$ cat config.mk
export PLATFORM = sky130hd
export DESIGN_NAME = clkdiv_prog
export DESIGN_NICKNAME = d
export VERILOG_FILES = /design/src/rtl/clkdiv_pkg.sv /design/src/rtl/clkdiv_prog.sv
export SDC_FILE = /design/constraint.sdc
export NUM_CORES = 1
export LEC_CHECK = 0
export ABC_AREA = 0
export CAP_MARGIN = 20
export CORE_ASPECT_RATIO = 1.1
export CORE_MARGIN = 5
export CORE_UTILIZATION = 45
export DETAILED_ROUTE_END_ITERATION = 16
export PLACE_DENSITY = 0.76
export SETUP_SLACK_MARGIN = 0.1
export SYNTH_ARGS = -nofsm -noshare
export SYNTH_HDL_FRONTEND = slang
export SYNTH_SLANG_ARGS = --single-unit
$ cat constraint.sdc
create_clock -name src_clk -period 3.5 [get_ports src_clk]
set_input_delay 0.7 -clock src_clk [delete_from_list [all_inputs] [get_ports src_clk]]
set_output_delay 0.7 -clock src_clk [all_outputs]
set_load 0.05 [all_outputs]
$ cat src/rtl/clkdiv_pkg.sv
// Shared types and helpers for the programmable clock divider.
// Phase lengths of zero are promoted to one cycle by eff_len.
package clkdiv_pkg;

   typedef enum logic [1:0] {
      IDLE = 2'd0,
      HIGH = 2'd1,
      LOW  = 2'd2
   } state_t;

   function automatic logic [31:0] eff_len(input logic [31:0] x);
      return (x == 32'd0) ? 32'd1 : x;
   endfunction

endpackage

$ cat src/rtl/clkdiv_prog.sv
// Runtime-programmable clock divider with separate high/low phase lengths,
// shadowed reconfiguration applied at period boundaries and clean stop/start.
module clkdiv_prog
   import clkdiv_pkg::*;
#(
   parameter int CNT_W    = 16,
   parameter int DEF_HIGH = 50,
   parameter int DEF_LOW  = 50
) (
   input  logic             src_clk,
   input  logic             reset,
   input  logic             enable,
   input  logic [CNT_W-1:0] cfg_high,
   input  logic [CNT_W-1:0] cfg_low,
   input  logic             cfg_load,
   output logic             cfg_pending,
   output logic             div_clk,
   output logic             rise_tick,
   output logic             fall_tick,
   output logic             period_done
);

   state_t           state_q, state_d;
   logic [CNT_W-1:0] count_q, count_d;
   logic [CNT_W-1:0] act_high_q, act_low_q;
   logic [CNT_W-1:0] shd_high_q, shd_low_q;
   logic [CNT_W-1:0] eh, el;
   logic             boundary;
   logic             apply;

   assign eh = CNT_W'(eff_len(32'(act_high_q)));
   assign el = CNT_W'(eff_len(32'(act_low_q)));

   always_comb begin
      state_d  = state_q;
      count_d  = count_q;
      boundary = 1'b0;
      apply    = 1'b0;
      case (state_q)
         IDLE: begin
            count_d = '0;
            apply   = cfg_pending;
            if (enable) state_d = HIGH;
         end
         HIGH: begin
            if (count_q < eh - CNT_W'(1)) begin
               count_d = count_q + CNT_W'(1);
            end else begin
               state_d = LOW;
               count_d = '0;
            end
         end
         LOW: begin
            if (count_q < el - CNT_W'(1)) begin
               count_d = count_q + CNT_W'(1);
            end else begin
               // Period boundary: the only point besides IDLE where lengths may change
               boundary = 1'b1;
               count_d  = '0;
               if (enable) begin
                  state_d = HIGH;
                  apply   = cfg_pending;
               end else begin
                  state_d = IDLE;
               end
            end
         end
         default: begin
            state_d = IDLE;
            count_d = '0;
         end
      endcase
   end

   assign rise_tick   = (state_q == HIGH) && (count_q == '0);
   assign fall_tick   = (state_q == LOW)  && (count_q == '0);
   assign period_done = boundary;

   always_ff @(posedge src_clk or posedge reset) begin
      if (reset) begin
         state_q     <= IDLE;
         count_q     <= '0;
         div_clk     <= 1'b0;
         act_high_q  <= CNT_W'(DEF_HIGH);
         act_low_q   <= CNT_W'(DEF_LOW);
         shd_high_q  <= CNT_W'(DEF_HIGH);
         shd_low_q   <= CNT_W'(DEF_LOW);
         cfg_pending <= 1'b0;
      end else begin
         state_q <= state_d;
         count_q <= count_d;
         div_clk <= (state_d == HIGH);
         if (apply) begin
            act_high_q <= shd_high_q;
            act_low_q  <= shd_low_q;
         end
         // A load coinciding with an apply keeps pending set for the next boundary
         if (cfg_load) begin
            shd_high_q  <= cfg_high;
            shd_low_q   <= cfg_low;
            cfg_pending <= 1'b1;
         end else if (apply) begin
            cfg_pending <= 1'b0;
         end
      end
   end

endmodule

==> tab_implementation.tex, run 1 <==
\begin{tabular}{lr}
\hline
Metric & Value \\
\hline
\multicolumn{2}{l}{\textbf{Outcome}} \\
Run status & finished with violations \\
Violations in the final reports & setup timing \\
\multicolumn{2}{l}{\textbf{Global route}} \\
Total grt overflow & 0 \\
Maximum number of pins on one net before global-route repair & 51 \\
Global-route usage over all layers & 0.196 \\
Number of antenna violations at the first check in global routing & 0 \\
Vias in the first global route & 3873 \\
Wire length of the first global-routing pass & 19.2 mm \\
\multicolumn{2}{l}{\textbf{Routing}} \\
Per-cell routed wire length & 18.5 um \\
Detailed-routing iteration count for the pre-antenna-repair pass & 5 \\
Residual DRC & 0 \\
Drt total wl & 11.9 mm \\
Starting DRC count in detailed routing & 258 \\
DR vias & 3620 \\
Detail-routed via count per cell & 5.63 \\
DRT antenna net count & 0 \\
\multicolumn{2}{l}{\textbf{CTS}} \\
CTS Hold Bufs & 0 \\
Clock tree from TritonCTS & yes \\
Number of buffers added by the clock tree synthesis step & 9 \\
H-tree Lvls & 3 \\
Clk buf depth & 2 \\
Master cell of the clock root buffer & clkbuf\_16 \\
Clock latency on the worst-skew pair & 350 ps \\
Clk sinks & 84 \\
Clock edge transition at the registers on the reported setup and hold paths & 60 ps \\
\multicolumn{2}{l}{\textbf{Synthesis}} \\
Number of enable flip-flop cells after synthesis & 0 \\
Count of distinct cell types in the synthesized netlist & 51 \\
Syn nets & 478 \\
Post-synth top area share & 0.386 \\
FFs w/ async S/R, synth & 1.00 \\
Main flop type after synthesis & dfrtp\_1 \\
Biggest area contributors in the synthesized netlist & dfrtp\_1 39\%, mux2\_2 14\%, ha\_1 10\%, dfstp\_2 6.8\%, xnor2\_1 4.5\% \\
Cell type with the highest aggregate area in the netlist & dfrtp\_1 \\
Sequential-to-total area share from yosys stat & 0.454 \\
Synthesized netlist cell count & 404 \\
Yosys synthesis warning count & 0 \\
Netlist area before placement & 4660 sq um \\
Synthesized area per cell & 11.5 sq um \\
Synthesis-stage register bit count & 84 \\
\multicolumn{2}{l}{\textbf{Finish}} \\
Area added between synthesis and finish & 42.7\% \\
Final standard cell utilization of the core & 0.649 \\
\# nets final & 589 \\
Area of the multi-input gates & 2890 sq um \\
Most frequent standard cell in the layout excluding fill and tap cells & dfrtp\_1 \\
Share of post-route cells with drive strength above 1 & 0.438 \\
Number of inserted diodes & 0 \\
Leading cell types in the layout, fill and taps excluded & 72 x dfrtp\_1, 56 x buf\_4, 52 x mux2\_2, 39 x clkdlybuf4s50\_1, 33 x ha\_1 \\
Sequential cell area & 2120 sq um \\
Filler Cells Inserted & 716 \\
\multicolumn{2}{l}{\textbf{Power}} \\
Cell internal power dissipation & 3350 uW \\
Net Sw Frac & 0.352 \\
Net switching power figure & 1810 uW \\
Share of power burned in combinational logic & 0.502 \\
Clk pwr share & 0.213 \\
Power density relative to cell area & 775 nW/um\^{}2 \\
Max IR drop VDD & 0.449 mV \\
Standby leakage power & 0.00277 uW \\
Register share of total power & 0.285 \\
\multicolumn{2}{l}{\textbf{Place}} \\
Placer Congestion & 0.898 \\
Number of port buffers & 40 \\
Half-perimeter wire length of the detailed placement result & 7.66 mm \\
Worst slack after detailed placement & -438 ps \\
\multicolumn{2}{l}{\textbf{Critical path}} \\
Critical Setup Path Class & reg2out \\
Max stage delay cell, worst path & dfstp\_2 \\
Maximum cell stage delay along the critical path & 530 ps \\
Kind of cell adding the most delay to the critical path & compound AO/OA/AOI/OAI gates \\
Crit path buffers/inverters & 2 \\
Cell depth of the worst flop-to-flop path & 19 \\
Critical register-to-register path endpoint & act\_high\_q[6] \\
Largest fanout on the critical path & 3 \\
Launch instance of the worst register-to-register path & act\_low\_q[1] \\
Data arrival time of the critical path & 3420 ps \\
Cells traversed along the worst timing path & nor4\_1 > a41o\_1 > or3\_4 > nor2\_4 > nand3\_4 > xor2\_1 > ha\_1 > nand4\_1 > a2111oi\_4 > o21ai\_2 > a31oi\_4 > buf\_6 > buf\_12 \\
Required time at the worst-slack endpoint & 2800 ps \\
Launch point of the worst path & act\_low\_q[1] \\
R2R Setup Slk & -610 ps \\
CP startpoint kind & flip-flop \\
Crit path capture type & primary output \\
\multicolumn{2}{l}{\textbf{STA}} \\
Min Tclk post-route & 4120 ps \\
Worst clock skew & 4.05 ps \\
Hold violation count in the final report & 0 \\
RSZ-0062 raised after global routing & true \\
Slew of the pin with the lowest slew margin & 844 ps \\
Final Slew Violations & 0 \\
Fin Setup TNS & -23640 ps \\
Normalized max-slew margin & 0.436 \\
Crit share post-route & 1.18 \\
Final Worst Setup Slack & -621 ps \\
Highest attainable clock frequency & 243 MHz \\
Final number of setup-violating endpoints & 53 \\
\multicolumn{2}{l}{\textbf{Die}} \\
Die outline height & 117 um \\
Die span in x & 107 um \\
Floorplan die area & 12500 sq um \\
IO Pins & 41 \\
Core region area & 10200 sq um \\
Initial Util & 0.455 \\
Standard-cell row count & 39 \\
\multicolumn{2}{l}{\textbf{Flow run}} \\
Max Cap Viol & 0 \\
\multicolumn{2}{l}{\textbf{Hold path}} \\
Worst min path class & reg2reg \\
Worst hold path endpoint & act\_high\_q[0] \\
Worst hold stages & 1 \\
Start point of the worst min-delay path & shd\_high\_q[0] \\
\hline
\end{tabular}
[Yosys cell counts (5+ instances only)]
| master | number |
|---|---|
| clkbuf_1 | 5 |
| xor2_1 | 14 |
| dfrtp_1 | 72 |
| nor2_1 | 36 |
| dfstp_2 | 12 |
| mux2_2 | 60 |
| a21oi_1 | 12 |
| o21ai_0 | 6 |
| nand4_1 | 10 |
| ha_1 | 38 |
| nor3_1 | 12 |
| nand2_1 | 14 |
| inv_1 | 14 |
| nor4_1 | 8 |
| xnor2_1 | 24 |
| nand3_1 | 11 |
[state kept, by name (all words and copies together), names as in the netlist]
register	count
cfg_pending	1
state_q	2
act_low_q	16
count_q	16
shd_low_q	16
shd_high_q	16
act_high_q	16
div_clk	1
[metrics by stage]
stage / total power [uW] / std cells / hold slack [ps] / cell area [sq um]
3_5_place_dp: 3350 / 607 / 482 / 5630
2_1_floorplan: 2630 / 404 / 454 / 4740
3_3_place_gp: 3260 / 607 / 471 / 5630
4_1_cts: 4920 / 638 / 496 / 6390
5_1_grt: 5420 / 643 / 531 / 6650
6_report: 5160 / 643 / 499 / 6650
[kinds of logic (layout without fill, tap and decap cells)]
logic type | count (synthesis) | in the layout | synth area share
adder cells (fa/ha/maj) | 38 | 38 | 0.102
multiplexers | 64 | 64 | 0.155
AND/OR/NAND/NOR | 113 | 113 | 0.129
XOR/XNOR | 38 | 38 | 0.0714
buffers and inverters | 24 | 140 | 0.0252
AO/OA/AOI/OAI | 43 | 43 | 0.0644
flip-flops | 84 | 84 | 0.454
[power groups by stage]
stage | sequential [uW] | combinational, uW | clock (uW)
3_3_place_gp | 1450 | 1810 | 0
4_1_cts | 1460 | 2350 | 1110
6_report | 1470 | 2590 | 1100
2_1_floorplan | 1520 | 1110 | 0
5_1_grt | 1500 | 2770 | 1150
3_5_place_dp | 1460 | 1890 | 0
[timing repair]
| item | 4_1_cts | 5_1_grt |
|---|---|---|
| pin swaps | 26 | 30 |
| setup endpoints to repair | 52 | 53 |
| buffers inserted | 12 | 7 |
| gates cloned | 3 | 1 |
| gates resized for setup | 50 | 40 |
[metal layers]
metal  part of all wire  track usage  vias to the layer above
met5                  0            0                        -
met3              0.040       0.0387                       32
met1               0.41        0.243                     1810
li1                   -            -                     1684
met4              0.026       0.0878                        0
met2               0.52        0.333                       94
[how the worst max path moves through the flow]
| stage | slack [ps] | cells after the start | endpoint |
|---|---|---|---|
| 3_5_place_dp | -440 | 16 | act_high_q[6] |
| 5_1_grt | -800 | 13 | period_done |
| 6_report | -620 | 13 | period_done |
| 3_3_place_gp | -350 | 16 | act_high_q[11] |
| 4_1_cts | -590 | 14 | period_done |
| 2_1_floorplan | -360 | 16 | act_high_q[0] |
[layout make-up]
class,instances,share of cell area
Multi-Input combinational cell,296,0.435
Sequential cell,84,0.318
Timing Repair Buffer,110,0.163
Clock buffer,9,0.0338
Tap cell,123,0.0231
Clock inverter,7,0.0184
Inverter,14,0.00809
Note: power is estimated with default switching activity, not from simulation.
==> run 2: changes to the inputs <==
Settings changed: CORE_MARGIN 5 to default.
==> run 2 against run 1 <==
Effect of this change:
- the flow still finishes with violations (setup timing)
- sequential share of layout area grew 1.2 points
- first-iteration DRC count shrank 28%
- clock-buffer cell count grew 3
- power shrank 10%
- die area shrank 14%
==> tab_implementation.tex, run 2 (synthesis results as in run 1) <==
\begin{tabular}{lr}
\hline
Metric & Value \\
\hline
\multicolumn{2}{l}{\textbf{Global route}} \\
Vias in the first global route & 3763 (was 3873) \\
Global-route usage over all layers & 0.218 (was 0.196) \\
Number of antenna violations at the first check in global routing & 0 (unchanged) \\
Wire length of the first global-routing pass & 18.0 mm (was 19.2 mm) \\
Maximum number of pins on one net before global-route repair & 45 (was 51) \\
Total grt overflow & 0 (unchanged) \\
\multicolumn{2}{l}{\textbf{Power}} \\
Net switching power figure & 1700 uW (was 1810 uW) \\
Register share of total power & 0.315 (was 0.285) \\
Cell internal power dissipation & 2930 uW (was 3350 uW) \\
Max IR drop VDD & 0.353 mV (was 0.449 mV) \\
Power density relative to cell area & 723 nW/um\^{}2 (was 775 nW/um\^{}2) \\
Clk pwr share & 0.145 (was 0.213) \\
Net Sw Frac & 0.368 (was 0.352) \\
Share of power burned in combinational logic & 0.540 (was 0.502) \\
Post-layout total power & 4630 uW (was 5160 uW) \\
Standby leakage power & 0.00266 uW (was 0.00277 uW) \\
\multicolumn{2}{l}{\textbf{Outcome}} \\
Run status & finished with violations (unchanged) \\
Violations in the final reports & setup timing (unchanged) \\
\multicolumn{2}{l}{\textbf{Critical path}} \\
Data arrival time of the critical path & 3490 ps (was 3420 ps) \\
Maximum cell stage delay along the critical path & 400 ps (was 530 ps) \\
Largest fanout on the critical path & 3 (unchanged) \\
Cells traversed along the worst timing path & nor4\_2 > buf\_4 > a41o\_1 > inv\_2 > ha\_4 > nand4\_1 > nor4\_2 > xnor2\_1 > ha\_1 > nand4\_1 > buf\_4 > a2111oi\_4 > o21ai\_2 > a31oi\_4 > buf\_6 > buf\_12 (was nor4\_1 > a41o\_1 > or3\_4 > nor2\_4 > nand3\_4 > xor2\_1 > ha\_1 > nand4\_1 > a2111oi\_4 > o21ai\_2 > a31oi\_4 > buf\_6 > buf\_12) \\
Critical Setup Path Class & reg2out (unchanged) \\
CP startpoint kind & flip-flop (unchanged) \\
Crit path buffers/inverters & 5 (was 2) \\
Kind of cell adding the most delay to the critical path & compound AO/OA/AOI/OAI gates (unchanged) \\
Required time at the worst-slack endpoint & 2800 ps (about the same) \\
Crit path capture type & primary output (unchanged) \\
Max stage delay cell, worst path & dfrtp\_1 (was dfstp\_2) \\
\multicolumn{2}{l}{\textbf{STA}} \\
Final Worst Setup Slack & -692 ps (was -621 ps) \\
Slew of the pin with the lowest slew margin & 676 ps (was 844 ps) \\
Worst clock skew & 6.01 ps (was 4.05 ps) \\
Final Slew Violations & 0 (unchanged) \\
Crit share post-route & 1.20 (was 1.18) \\
Min Tclk post-route & 4190 ps (was 4120 ps) \\
Fin Setup TNS & -23960 ps (was -23640 ps) \\
Hold violation count in the final report & 0 (unchanged) \\
Highest attainable clock frequency & 239 MHz (was 243 MHz) \\
Final number of setup-violating endpoints & 52 (was 53) \\
RSZ-0062 raised after global routing & true (unchanged) \\
Normalized max-slew margin & 0.549 (was 0.436) \\
\multicolumn{2}{l}{\textbf{CTS}} \\
Clk buf depth & 2 (unchanged) \\
Clock latency on the worst-skew pair & 370 ps (was 350 ps) \\
Number of buffers added by the clock tree synthesis step & 9 (unchanged) \\
H-tree Lvls & 3 (unchanged) \\
Clock tree from TritonCTS & yes (unchanged) \\
Master cell of the clock root buffer & clkbuf\_8 (was clkbuf\_16) \\
Clk sinks & 84 (unchanged) \\
Clock edge transition at the registers on the reported setup and hold paths & 80 ps (was 60 ps) \\
\multicolumn{2}{l}{\textbf{Routing}} \\
Residual DRC & 0 (unchanged) \\
DRT antenna net count & 0 (unchanged) \\
Detailed-routing iteration count for the pre-antenna-repair pass & 5 (unchanged) \\
Starting DRC count in detailed routing & 187 (was 258) \\
Detail-routed via count per cell & 5.63 (about the same) \\
DR vias & 3571 (was 3620) \\
Per-cell routed wire length & 17.7 um (was 18.5 um) \\
Drt total wl & 11.2 mm (was 11.9 mm) \\
\multicolumn{2}{l}{\textbf{Place}} \\
Number of port buffers & 40 (unchanged) \\
Worst slack after detailed placement & -354 ps (was -438 ps) \\
Placer Congestion & 0.845 (was 0.898) \\
Half-perimeter wire length of the detailed placement result & 7.54 mm (was 7.66 mm) \\
Placed insts & 600 (was 607) \\
Placed Instance Area & 5610 sq um (was 5630 sq um) \\
\multicolumn{2}{l}{\textbf{Hold path}} \\
Worst min path class & reg2reg (unchanged) \\
\multicolumn{2}{l}{\textbf{Finish}} \\
Most frequent standard cell in the layout excluding fill and tap cells & dfrtp\_1 (unchanged) \\
\# nets final & 583 (was 589) \\
Area added between synthesis and finish & 37.3\% (was 42.7\%) \\
Post-Layout Cell Count & 634 (was 643) \\
Leading cell types in the layout, fill and taps excluded & 72 x dfrtp\_1, 51 x mux2\_2, 50 x buf\_4, 39 x clkdlybuf4s50\_1, 36 x ha\_1 (was 72 x dfrtp\_1, 56 x buf\_4, 52 x mux2\_2, 39 x clkdlybuf4s50\_1, 33 x ha\_1) \\
Share of post-route cells with drive strength above 1 & 0.414 (was 0.438) \\
Number of inserted diodes & 0 (unchanged) \\
Final Instance Area & 6400 sq um (was 6650 sq um) \\
Filler Cells Inserted & 742 (was 716) \\
\multicolumn{2}{l}{\textbf{Flow run}} \\
Max Cap Viol & 0 (unchanged) \\
\multicolumn{2}{l}{\textbf{Die}} \\
Die outline height & 109 um (was 117 um) \\
IO Pins & 41 (unchanged) \\
Standard-cell row count & 38 (was 39) \\
Die span in x & 99.1 um (was 107 um) \\
Core region area & 9980 sq um (was 10200 sq um) \\
Initial Util & 0.467 (was 0.455) \\
Floorplan die area & 10800 sq um (was 12500 sq um) \\
\hline
\end{tabular}
-- run 2: final timing paths --
check                                    from       endpoint  slack (ps)  cells past startpoint
worst max-delay path            act_low_q[13]    period_done        -690                     16
worst min-delay path             shd_low_q[0]   shd_low_q[0]         510                      1
worst max register to register   act_low_q[1]  act_high_q[9]        -660                     21
worst min register to register   shd_low_q[0]   shd_low_q[0]         510                      1
max in group asynchronous               reset  act_high_q[5]        2070                      3
min in group asynchronous               reset  act_low_q[14]         730                      2
-- run 2: layout make-up --
| cell class | count | area [sq um] | area share |
|---|---|---|---|
| clock buffer | 12 | 135 | 0.0211 |
| clock inverter | 4 | 50.0 | 0.00782 |
| inverter | 14 | 53.8 | 0.00840 |
| multi-input combinational | 296 | 2840 | 0.444 |
| sequential | 84 | 2120 | 0.331 |
| tap | 120 | 150 | 0.0235 |
| timing repair buffer | 104 | 1050 | 0.164 |
-- run 2: through the flow --
step                      hold WS [ps]   util
after detailed placement           493  0.562
after global routing               516  0.641
final                              505  0.641
after global placement             487  0.562
after CTS                          511  0.626
after floorplan                    454      -
-- run 2: power by group through the flow --
stage | Combinational, uW | Sequential (uW) | Clock (uW)
2_1_floorplan | 1110 | 1520 | 0
3_3_place_gp | 1780 | 1450 | 0
3_5_place_dp | 1870 | 1470 | 0
4_1_cts | 2330 | 1460 | 687
5_1_grt | 2680 | 1490 | 729
6_report | 2500 | 1460 | 672
-- run 2: repair_timing --
| action | 4_1_cts | 5_1_grt |
|---|---|---|
| buffers inserted | 12 | 3 |
| setup endpoints to repair | 52 | 53 |
| pin swaps | 29 | 19 |
| hold buffers | 0 | 0 |
| gates cloned | 4 | 0 |
| gates resized for setup | 58 | 26 |
-- run 2: metal layers --
metal | track usage | wire length [um] | vias to the layer above
li1 | - | - | 1666
met1 | 0.257 | 4640 | 1777
met2 | 0.377 | 5790 | 97
met3 | 0.0526 | 466 | 31
met4 | 0.107 | 331 | 0
met5 | 0 | 0 | -
-- run 2: worst register-to-register path: stages (launching register included) --
cell and delay [ps]:
dfstp_2 540, nor4_1 50, a41o_1 270, or3_4 360
nor2_4 110, nand3_2 100, nor3_2 130, xnor2_1 140
ha_1 270, nand4_1 140, buf_4 140, nor2_4 40
a221oi_4 290, a31oi_4 150, buf_4 160, buf_6 100
buf_6 120, a21oi_4 150, nand2b_4 180, buf_12 130
buf_12 150, mux2_2 340
==> run 3: changes to the inputs <==
Settings changed: CORE_UTILIZATION 45 to 52, PLACE_DENSITY 0.76 to 0.85.
==> run 3 against run 2 <==
Effect of this change:
- the run still ends with setup timing left
- power grew 6.8%
- cell count grew 0.16%
- sequential share of layout area about the same
- fmax fell by 3.9%
- routed wire length up 27%
- worst hold slack better by 0.70 ps
- clock-buffer cell count down 3
- via count is 14% higher
- first-iteration DRC count grew 75%
- clock skew up 20 ps
- largest power group unchanged
==> tab_implementation.tex, run 3 (synthesis results as in run 1) <==
\begin{tabular}{lr}
\hline
Metric & Value \\
\hline
\multicolumn{2}{l}{\textbf{Critical path}} \\
Critical Setup Path Class & reg2out (unchanged) \\
Data arrival time of the critical path & 3660 ps (was 3490 ps) \\
Maximum cell stage delay along the critical path & 430 ps (was 400 ps) \\
Largest fanout on the critical path & 4 (was 3) \\
Max stage delay cell, worst path & dfrtp\_1 (unchanged) \\
Cells traversed along the worst timing path & nor4\_1 > a41o\_1 > inv\_2 > ha\_4 > nand4\_1 > nor4\_2 > xnor2\_1 > ha\_1 > nand4\_1 > a2111oi\_4 > o21ai\_2 > a31oi\_4 > buf\_4 > buf\_12 (was nor4\_2 > buf\_4 > a41o\_1 > inv\_2 > ha\_4 > nand4\_1 > nor4\_2 > xnor2\_1 > ha\_1 > nand4\_1 > buf\_4 > a2111oi\_4 > o21ai\_2 > a31oi\_4 > buf\_6 > buf\_12) \\
Crit path capture type & primary output (unchanged) \\
Required time at the worst-slack endpoint & 2800 ps (about the same) \\
Most frequent cell on the critical path & nand4\_1 \\
CP startpoint kind & flip-flop (unchanged) \\
\multicolumn{2}{l}{\textbf{Finish}} \\
Sequential cell area & 2120 sq um (unchanged) \\
Filler Cells Inserted & 469 (was 742) \\
Share of post-route cells with drive strength above 1 & 0.418 (was 0.414) \\
Area added between synthesis and finish & 37.4\% (was 37.3\%) \\
Final standard cell utilization of the core & 0.750 (was 0.641) \\
Number of inserted diodes & 0 (unchanged) \\
\# nets final & 593 (was 583) \\
Post-Layout Cell Count & 635 (was 634) \\
Most frequent standard cell in the layout excluding fill and tap cells & dfrtp\_1 (unchanged) \\
Leading cell types in the layout, fill and taps excluded & 72 x dfrtp\_1, 62 x buf\_4, 60 x mux2\_2, 39 x clkdlybuf4s50\_1, 36 x ha\_1 (was 72 x dfrtp\_1, 51 x mux2\_2, 50 x buf\_4, 39 x clkdlybuf4s50\_1, 36 x ha\_1) \\
Area of the multi-input gates & 2760 sq um (was 2840 sq um) \\
\multicolumn{2}{l}{\textbf{Global route}} \\
Met1 track demand over resource & 0.323 (was 0.257) \\
Maximum number of pins on one net before global-route repair & 47 (was 45) \\
Met2 track demand over resource & 0.526 (was 0.377) \\
Vias in the first global route & 4157 (was 3763) \\
Met3 layer usage reported by global route & 0.0631 (was 0.0526) \\
Wire length of the first global-routing pass & 20.9 mm (was 18.0 mm) \\
Total grt overflow & 0 (unchanged) \\
Global-route usage over all layers & 0.300 (was 0.218) \\
Layer with the highest usage after global routing & met2 (unchanged) \\
Number of antenna violations at the first check in global routing & 0 (unchanged) \\
\multicolumn{2}{l}{\textbf{Routing}} \\
Drt total wl & 14.3 mm (was 11.2 mm) \\
DR vias & 4059 (was 3571) \\
Per-cell routed wire length & 22.5 um (was 17.7 um) \\
Detail-routed via count per cell & 6.39 (was 5.63) \\
DRT antenna net count & 0 (unchanged) \\
Starting DRC count in detailed routing & 328 (was 187) \\
Detailed-routing iteration count for the pre-antenna-repair pass & 5 (unchanged) \\
Residual DRC & 0 (unchanged) \\
\multicolumn{2}{l}{\textbf{CTS}} \\
Clock edge transition at the registers on the reported setup and hold paths & 90 ps (was 80 ps) \\
Master cell of the clock root buffer & clkbuf\_8 (unchanged) \\
Clk sinks & 84 (unchanged) \\
Clock latency on the worst-skew pair & 380 ps (was 370 ps) \\
Clock tree from TritonCTS & yes (unchanged) \\
CTS Hold Bufs & 0 (unchanged) \\
H-tree Lvls & 3 (unchanged) \\
Clk buf depth & 2 (unchanged) \\
Number of buffers added by the clock tree synthesis step & 9 (unchanged) \\
\multicolumn{2}{l}{\textbf{Power}} \\
Standby leakage power & 0.00268 uW (was 0.00266 uW) \\
Post-layout total power & 4940 uW (was 4630 uW) \\
Max IR drop VDD & 0.392 mV (was 0.353 mV) \\
Power density relative to cell area & 772 nW/um\^{}2 (was 723 nW/um\^{}2) \\
\multicolumn{2}{l}{\textbf{STA}} \\
Fin Setup TNS & -31940 ps (was -23960 ps) \\
Final number of setup-violating endpoints & 53 (was 52) \\
Highest attainable clock frequency & 229 MHz (was 239 MHz) \\
Slew of the pin with the lowest slew margin & 666 ps (was 676 ps) \\
Hold violation count in the final report & 0 (unchanged) \\
Worst clock skew & 25.7 ps (was 6.01 ps) \\
Final Worst Setup Slack & -862 ps (was -692 ps) \\
Normalized max-slew margin & 0.556 (was 0.549) \\
Min Tclk post-route & 4360 ps (was 4190 ps) \\
RSZ-0062 raised after global routing & true (unchanged) \\
Final Slew Violations & 0 (unchanged) \\
Crit share post-route & 1.25 (was 1.20) \\
\multicolumn{2}{l}{\textbf{Hold path}} \\
Worst min path class & reg2reg (unchanged) \\
\multicolumn{2}{l}{\textbf{Flow run}} \\
Max Cap Viol & 0 (unchanged) \\
\multicolumn{2}{l}{\textbf{Place}} \\
Half-perimeter wire length of the detailed placement result & 7.56 mm (was 7.54 mm) \\
Placed insts & 595 (was 600) \\
Worst slack after detailed placement & -351 ps (was -354 ps) \\
Number of port buffers & 40 (unchanged) \\
Placer Congestion & 0.931 (was 0.845) \\
\multicolumn{2}{l}{\textbf{Die}} \\
Die outline height & 101 um (was 109 um) \\
Die span in x & 92.3 um (was 99.1 um) \\
Floorplan die area & 9350 sq um (was 10800 sq um) \\
Core region area & 8540 sq um (was 9980 sq um) \\
IO Pins & 41 (unchanged) \\
Initial Util & 0.546 (was 0.467) \\
Standard-cell row count & 35 (was 38) \\
\multicolumn{2}{l}{\textbf{Outcome}} \\
Run status & finished with violations (unchanged) \\
Violations in the final reports & setup timing (unchanged) \\
\hline
\end{tabular}
[run 3: changes by cell type in the layout (fill, tap and decap cells not counted), sizes merged]
| cell | delta |
|---|---|
| clkbuf | -3 |
| clkinvlp | -2 |
| bufinv | +1 |
| clkinv | +1 |
| inv | +3 |
| buf | +10 |
[run 3: critical path: cells and delay by family (launching register included)]
kind            cells  cell delay, ps
compound gates      4            1030
simple gates        4             810
fa+ha+maj           2             540
flops               1             430
buf+inv             3             350
xor+xnor            1             130
[run 3: power by group]
part | switching (uW) | internal, uW
combinational | 1310 | 1330
clock | 397 | 415
sequential | 240 | 1260
[run 3: through the flow]
stage | area, sq um | hold slack (ps)
3_3_place_gp | 5630 | 477
4_1_cts | 6200 | 513
2_1_floorplan | 4740 | 454
3_5_place_dp | 5630 | 492
6_report | 6410 | 506
5_1_grt | 6410 | 527
[run 3: worst paths after layout]
path	slack, ps	endpoint	depth (start not counted)	startpoint
min in group asynchronous	720	shd_high_q[8]	2	reset
worst min register to register	510	act_low_q[2]	1	shd_low_q[2]
worst max register to register	-780	act_low_q[10]	20	act_low_q[3]
max in group asynchronous	2040	act_low_q[4]	3	reset
worst min-delay path	510	act_low_q[2]	1	shd_low_q[2]
worst max-delay path	-860	period_done	14	act_low_q[3]
[run 3: final cells by class]
class	instances	share of cell area
Clock buffer	9	0.0193
Clock inverter	7	0.0166
Tap cell	111	0.0217
Inverter	14	0.00840
Sequential cell	84	0.330
Multi-Input combinational cell	296	0.430
Timing Repair Buffer	114	0.174
[run 3: metal layers]
| layer | wire length [um] | vias to the layer above | share of wire |
|---|---|---|---|
| met4 | 1030 | 0 | 0.072 |
| met3 | 954 | 101 | 0.067 |
| met1 | 5040 | 2012 | 0.35 |
| met2 | 7280 | 252 | 0.51 |
| li1 | - | 1694 | - |
| met5 | 0 | - | 0 |
[run 3: what timing repair did]
action,CTS,global route
endpoints found under the setup margin,53,53
gates resized for setup,35,25
pin swaps,22,17
gates cloned,4,0
setup buffers,12,10
